### src/rtl/dl_shift_pkg.sv
// Shared op-code definitions for the dl_shift_unit shifter pipeline.
package dl_shift_pkg;

    localparam logic [2:0] OPC_SLL = 3'd0;
    localparam logic [2:0] OPC_SRL = 3'd1;
    localparam logic [2:0] OPC_SRA = 3'd2;
    localparam logic [2:0] OPC_ROL = 3'd3;
    localparam logic [2:0] OPC_ROR = 3'd4;

    typedef enum logic [2:0] {
        SHIFT_SLL = OPC_SLL,
        SHIFT_SRL = OPC_SRL,
        SHIFT_SRA = OPC_SRA,
        SHIFT_ROL = OPC_ROL,
        SHIFT_ROR = OPC_ROR
    } shift_op_t;

endpackage

### src/rtl/dl_shift_unit_lshift.sv
// Funnel left-shift core: returns the top NUM_BITS of {in} shifted left by shamt,
// so the low half of in supplies the bits shifted into the vacated LSBs.
module dl_lshift #(
    parameter int NUM_BITS       = 32,
    parameter int NUM_SHIFT_BITS = $clog2(NUM_BITS)
) (
    input  logic [2*NUM_BITS-2:0]     in,
    input  logic [NUM_SHIFT_BITS-1:0] shamt,
    output logic [NUM_BITS-1:0]       out
);

    logic [NUM_SHIFT_BITS:0] base;

    // The low fill half is one bit short of NUM_BITS: shamt never exceeds NUM_BITS-1.
    assign base = {1'b0, NUM_SHIFT_BITS'(NUM_BITS - 1)} - {1'b0, shamt};
    assign out  = in[base +: NUM_BITS];

endmodule

### src/rtl/dl_shift_unit.sv
// Two-stage valid/ready shift pipeline (SLL/SRL/SRA/ROL/ROR) built on one left-shift core.
// Rotates are enabled by defining DL_SHIFT_ROT_EN; otherwise ROL acts as SLL and ROR as SRL.
module dl_shift_unit
    import dl_shift_pkg::*;
#(
    parameter int NUM_BITS       = 32,
    parameter int NUM_SHIFT_BITS = $clog2(NUM_BITS)
) (
    input  logic                      clk,
    input  logic                      rst,
    input  logic                      in_valid,
    output logic                      in_ready,
    input  logic [2:0]                in_op,
    input  logic [NUM_BITS-1:0]       in_data,
    input  logic [NUM_SHIFT_BITS-1:0] in_shamt,
    output logic                      out_valid,
    input  logic                      out_ready,
    output logic [NUM_BITS-1:0]       out_data
);

    logic                      s1_valid_reg;
    shift_op_t                 s1_op_reg;
    logic [NUM_BITS-1:0]       s1_data_reg;
    logic [NUM_SHIFT_BITS-1:0] s1_shamt_reg;
    logic                      s2_valid_reg;
    logic [NUM_BITS-1:0]       s2_data_reg;

    logic                      s1_advance;
    logic                      accept;
    logic [NUM_BITS-1:0]       data_rev;
    logic [NUM_BITS-1:0]       shift_out;
    logic [NUM_BITS-1:0]       shift_rev;
    logic [2*NUM_BITS-2:0]     shift_in;
    logic                      use_rev;
    logic                      op_legal;
    logic [NUM_BITS-1:0]       result_next;
    logic                      sign_bit;

    assign s1_advance = s1_valid_reg && (!s2_valid_reg || out_ready);
    assign in_ready   = !s1_valid_reg || s1_advance;
    assign accept     = in_valid && in_ready;
    assign sign_bit   = s1_data_reg[NUM_BITS-1];

    genvar gi;
    generate
        for (gi = 0; gi < NUM_BITS; gi++) begin : g_rev
            assign data_rev[gi]  = s1_data_reg[NUM_BITS-1-gi];
            assign shift_rev[gi] = shift_out[NUM_BITS-1-gi];
        end
    endgenerate

    // Right-going ops run the reversed operand through the same left shifter.
    always_comb begin
        shift_in = {s1_data_reg, {(NUM_BITS-1){1'b0}}};
        use_rev  = 1'b0;
        op_legal = 1'b1;
        case (s1_op_reg)
            SHIFT_SLL: shift_in = {s1_data_reg, {(NUM_BITS-1){1'b0}}};
            SHIFT_SRL: begin
                shift_in = {data_rev, {(NUM_BITS-1){1'b0}}};
                use_rev  = 1'b1;
            end
            SHIFT_SRA: begin
                shift_in = {data_rev, {(NUM_BITS-1){sign_bit}}};
                use_rev  = 1'b1;
            end
`ifdef DL_SHIFT_ROT_EN
            SHIFT_ROL: shift_in = {s1_data_reg, s1_data_reg[NUM_BITS-1:1]};
            SHIFT_ROR: begin
                shift_in = {data_rev, data_rev[NUM_BITS-1:1]};
                use_rev  = 1'b1;
            end
`else
            SHIFT_ROL: shift_in = {s1_data_reg, {(NUM_BITS-1){1'b0}}};
            SHIFT_ROR: begin
                shift_in = {data_rev, {(NUM_BITS-1){1'b0}}};
                use_rev  = 1'b1;
            end
`endif
            default: op_legal = 1'b0;
        endcase
    end

    dl_lshift #(
        .NUM_BITS      (NUM_BITS),
        .NUM_SHIFT_BITS(NUM_SHIFT_BITS)
    ) u_lshift (
        .in   (shift_in),
        .shamt(s1_shamt_reg),
        .out  (shift_out)
    );

    assign result_next = !op_legal ? '0 : (use_rev ? shift_rev : shift_out);

    always_ff @(posedge clk) begin
        if (rst) begin
            s1_valid_reg <= 1'b0;
            s1_op_reg    <= SHIFT_SLL;
            s1_data_reg  <= '0;
            s1_shamt_reg <= '0;
            s2_valid_reg <= 1'b0;
            s2_data_reg  <= '0;
        end else begin
            if (accept) begin
                s1_valid_reg <= 1'b1;
                s1_op_reg    <= shift_op_t'(in_op);
                s1_data_reg  <= in_data;
                s1_shamt_reg <= in_shamt;
            end else if (s1_advance) begin
                s1_valid_reg <= 1'b0;
            end
            if (s1_advance) begin
                s2_valid_reg <= 1'b1;
                s2_data_reg  <= result_next;
            end else if (out_ready) begin
                s2_valid_reg <= 1'b0;
            end
        end
    end

    assign out_valid = s2_valid_reg;
    assign out_data  = s2_data_reg;

endmodule

### config.mk
export PLATFORM = sky130hd
export DESIGN_NAME = dl_shift_unit
export DESIGN_NICKNAME = d
export VERILOG_FILES = /design/src/rtl/dl_shift_pkg.sv /design/src/rtl/dl_shift_unit_lshift.sv /design/src/rtl/dl_shift_unit.sv
export SDC_FILE = /design/constraint.sdc
export NUM_CORES = 1
export LEC_CHECK = 0
export CELL_PAD_IN_SITES_DETAIL_PLACEMENT = 1
export CELL_PAD_IN_SITES_GLOBAL_PLACEMENT = 1
export CORE_ASPECT_RATIO = 0.75
export CORE_MARGIN = 2
export CORE_UTILIZATION = 42
export CTS_CLUSTER_DIAMETER = 80
export DETAILED_ROUTE_END_ITERATION = 10
export PLACE_DENSITY = 0.85
export SLEW_MARGIN = 20
export SYNTH_ARGS = -nofsm -noshare
export SYNTH_HDL_FRONTEND = slang
export SYNTH_SLANG_ARGS = --single-unit
### constraint.sdc
create_clock -name clk -period 3.6 [get_ports clk]
set_input_delay 1.08 -clock clk [delete_from_list [all_inputs] [get_ports clk]]
set_output_delay 1.08 -clock clk [all_outputs]
set_load 0.01 [all_outputs]
==> summary.md <==
| Metric | Value |
|---|---|
| DP Wirelength | 22.2 mm |
| CP required | 3850 ps |
| First-pass GRT wire length | 44.4 mm |
| CP Capture Type | flop |
| Slew Viols, Final | 0 |
| Static Leak | 2.89 nW |
| Switching part of the total | 0.377 |
| Pwr Total | 0.00307 W |
| Setup slack after layout | 136 ps |
| Initial antenna violation count | 0 |
| Asr flop ratio synth | 0 |
| TritonCTS clock tree | done |
| # H-tree levels | 3 |
| Hold Vio Cnt, Final | 0 |
| Setup crit end | out_data[25]$_SDFFE_PP0P_ |
| Root buf cell | clkbuf_16 |
| Crit path max fanout | 16 |
| Worst-Skew Late Latency | 360 ps |
| Synth area leader | dfxtp_1 |
| Fill cells | 1,793 |
| Internal power | 0.00191 W |
| Worst-Margin Slew | 877 ps |
| Yosys top cell area share | 0.236 |
| Syn Area/Cell | 7.63 µm² |
| Antenna fix cells | 0 |
| Post-route clock skew | 7.78 ps |
| Clock power share | 0.318 |
| Ys flop type | dfxtp_1 |
| Clock transition at the registers of the reported paths | 70 ps |
| Congestion Overflow GR | 0 |
| Tmin final | 3460 ps |
| Comb pwr share | 0.373 |
| Worst Path Class, Setup | flop to flop |
| Gpl congestion | 1.00 |
| NetSw | 0.00116 W |
| Max Cap Viol | 0 |
| Dpl ws | -0.444 ps |
| Vias in the first global route | 7,385 |
| Vias per inst | 6.84 |
| Pwr per Cell Area | 392 nW/µm² |
| Yosys warning total | 0 |
| Chip height | 110 µm |
| Area Growth Syn to Fin | 24.6% |
| CP Launch Type | flop |
| Post-Syn Area | 6280 µm² |
| Rows | 38 |
| Seq/Total Area, Yosys | 0.236 |
| Syn_nets | 867 |
| Worst R2R Setup Slack | 140 ps |
| Via count | 7,574 |
| Gr usage total | 0.366 |
| Sequential share of power | 0.309 |
| Ports | 78 |
| Number of synthesized flops with an enable pin | 0 |
| Setup Viol. Count Final | 0 |
| Die Width | 145 µm |
| CP arrival | 3710 ps |
| Reg2reg path depth | 9 |
| Worst-case clock buffer depth | 2 |
| # DRC | 0 |
| R2r endpoint | out_data[25]$_SDFFE_PP0P_ |
| Iter 0 DRT Violations | 989 |
| Core Region | 14,500 µm² |
| CP startpoint | s1_op_reg[1]$_SDFFE_PP0P_ |
| Total Nets Final | 947 |
| Post-route cell area | 7830 µm² |
| Period utilization | 0.962 |
| R2r startpoint | s1_op_reg[1]$_SDFFE_PP0P_ |
| Cts hold-fix bufs | 0 |
| Placed Area | 7500 µm² |
| First drt pass iteration count | 5 |
| Setup TNS | 0 ps |
| Total die area | 16,000 µm² |
| Maximum vdd drop | 0.266 mV |
| Initial Util | 0.432 |
| Port bufs | 77 |
| Area contributors post-synth | dfxtp_1 24%, mux4_2 11%, nand2_1 10% |
| Slew margin rel. | 0.411 |
| Worst Hold Class | flop to flop |
| Fraction of layout cells with a size suffix above 1 | 0.169 |
| DRT Wirelength | 29.1 mm |
| Hold slack | 450 ps |
| Clock sinks | 74 |
| Largest net degree at the start of global routing | 47 |
| Cells after Synth | 823 |
| WL/cell | 26.2 µm |
| Synthesis-stage register bit count | 74 |
| Cell variety after synth | 74 |
| Status | complete, no violations |
| CTS buffer count | 9 |
| Unrepaired setup endpoints after global routing | false |
| Antenna-violating nets left | 0 |
| F_max | 289 MHz |
-- stage by stage --
stage / std cells / util
finish: 1108 / 0.538
global route: 1108 / 0.538
CTS: 1107 / 0.537
detailed placement: 1091 / 0.516
global placement: 1091 / 0.516
floorplan: 823 / -
-- timing repair --
| action | CTS | global route |
|---|---|---|
| resized for setup | 1 | 0 |
| pin swaps | 0 | 1 |
| endpoints found under the setup margin | 1 | 1 |
| setup buffers | 0 | 1 |
-- worst max-delay path, cell delays in order (launching register included) --
cell and delay (ps):
dfxtp_1 540, xnor2_2 120, o21ai_2 610, buf_4 380, mux4_2 540, o22ai_1 160, nor2_1 120, mux4_2 550
o221ai_1 240, nand2_1 90
-- Yosys cell counts (7+ instances only) --
cell type	count
nand3_1	23
a22o_1	7
o21ai_0	36
nor3_1	11
nor4b_1	13
mux2_2	13
a31oi_1	13
a211oi_1	14
mux2i_1	17
clkbuf_1	48
nor4_1	10
o31ai_1	7
o221ai_1	7
dfxtp_1	74
mux4_2	31
buf_2	21
a221oi_1	9
a21oi_1	83
o32ai_1	7
inv_1	11
o211ai_1	17
a22oi_1	9
nor2_1	57
nand2_1	168
-- power groups by stage --
| stage | clock network (W) | logic [W] | registers (W) |
|---|---|---|---|
| floorplan | 0 | 0.000647 | 0.000938 |
| finish | 0.000978 | 0.00114 | 0.000949 |
| detailed placement | 0 | 0.00110 | 0.000962 |
| CTS | 0.000979 | 0.00111 | 0.000944 |
| global placement | 0 | 0.00107 | 0.000956 |
| global route | 0.00101 | 0.00121 | 0.000954 |
-- cell type report --
class,count,area [µm²],area share
clock buffers,10,239,0.0305
clock inverters,6,71.3,0.00911
inverters,13,48.8,0.00623
multi-input cells,654,4390,0.560
flip-flops and latches,74,1480,0.189
well taps,200,250,0.0320
repair buffers,151,1350,0.173
-- cells in the final DEF, fill, tap and decap left out, types with 7 or more instances in the layout --
cell type	netlist	final
a211oi_1	14	14
a21oi_1	83	83
a221oi_1	9	9
a22o_1	7	7
a22oi_1	9	9
a31oi_1	13	13
buf_4	5	72
clkbuf_16	0	9
clkdlybuf4s50_1	0	77
dfxtp_1	74	74
inv_1	11	11
mux2_2	13	13
mux2i_1	17	17
mux4_2	31	31
nand2_1	168	168
nand3_1	23	23
nor2_1	57	57
nor3_1	11	11
nor4_1	10	10
nor4b_1	13	13
o211ai_1	17	17
o21ai_0	36	36
o221ai_1	7	7
o31ai_1	7	7
o32ai_1	7	7
-- cells by family (layout without fill, tap and decap cells) --
| group | Yosys count | count (layout) | share of synthesized area |
|---|---|---|---|
| AND/OR/NAND/NOR | 316 | 316 | 0.229 |
| buffers and inverters | 95 | 180 | 0.0675 |
| XOR/XNOR | 2 | 2 | 0.00697 |
| multiplexers | 62 | 62 | 0.163 |
| AO/OA/AOI/OAI | 274 | 274 | 0.298 |
| flip-flops | 74 | 74 | 0.236 |
-- per-layer routing --
metal  track usage  vias to the layer above  routed length, µm
met5             0                        -                  0
met3        0.0846                       61               3430
met1         0.519                     3738              12600
li1              -                     3276                  -
met4        0.0980                        0                578
met2         0.561                      499              12400
-- how the worst min path moves through the flow --
stage	startpoint	endpoint	slack, ps	cells after the start
after floorplan	s1_data_reg[0]$_SDFFE_PP0P_	s1_data_reg[0]$_SDFFE_PP0P_	460	2
after global placement	out_data[25]$_SDFFE_PP0P_	out_data[25]$_SDFFE_PP0P_	430	2
after detailed placement	out_data[25]$_SDFFE_PP0P_	out_data[25]$_SDFFE_PP0P_	440	2
after CTS	out_data[25]$_SDFFE_PP0P_	out_data[25]$_SDFFE_PP0P_	450	2
after global routing	out_data[6]$_SDFFE_PP0P_	out_data[6]$_SDFFE_PP0P_	480	2
final	out_data[25]$_SDFFE_PP0P_	out_data[25]$_SDFFE_PP0P_	450	2
Note: power is estimated with default switching activity, not from simulation.
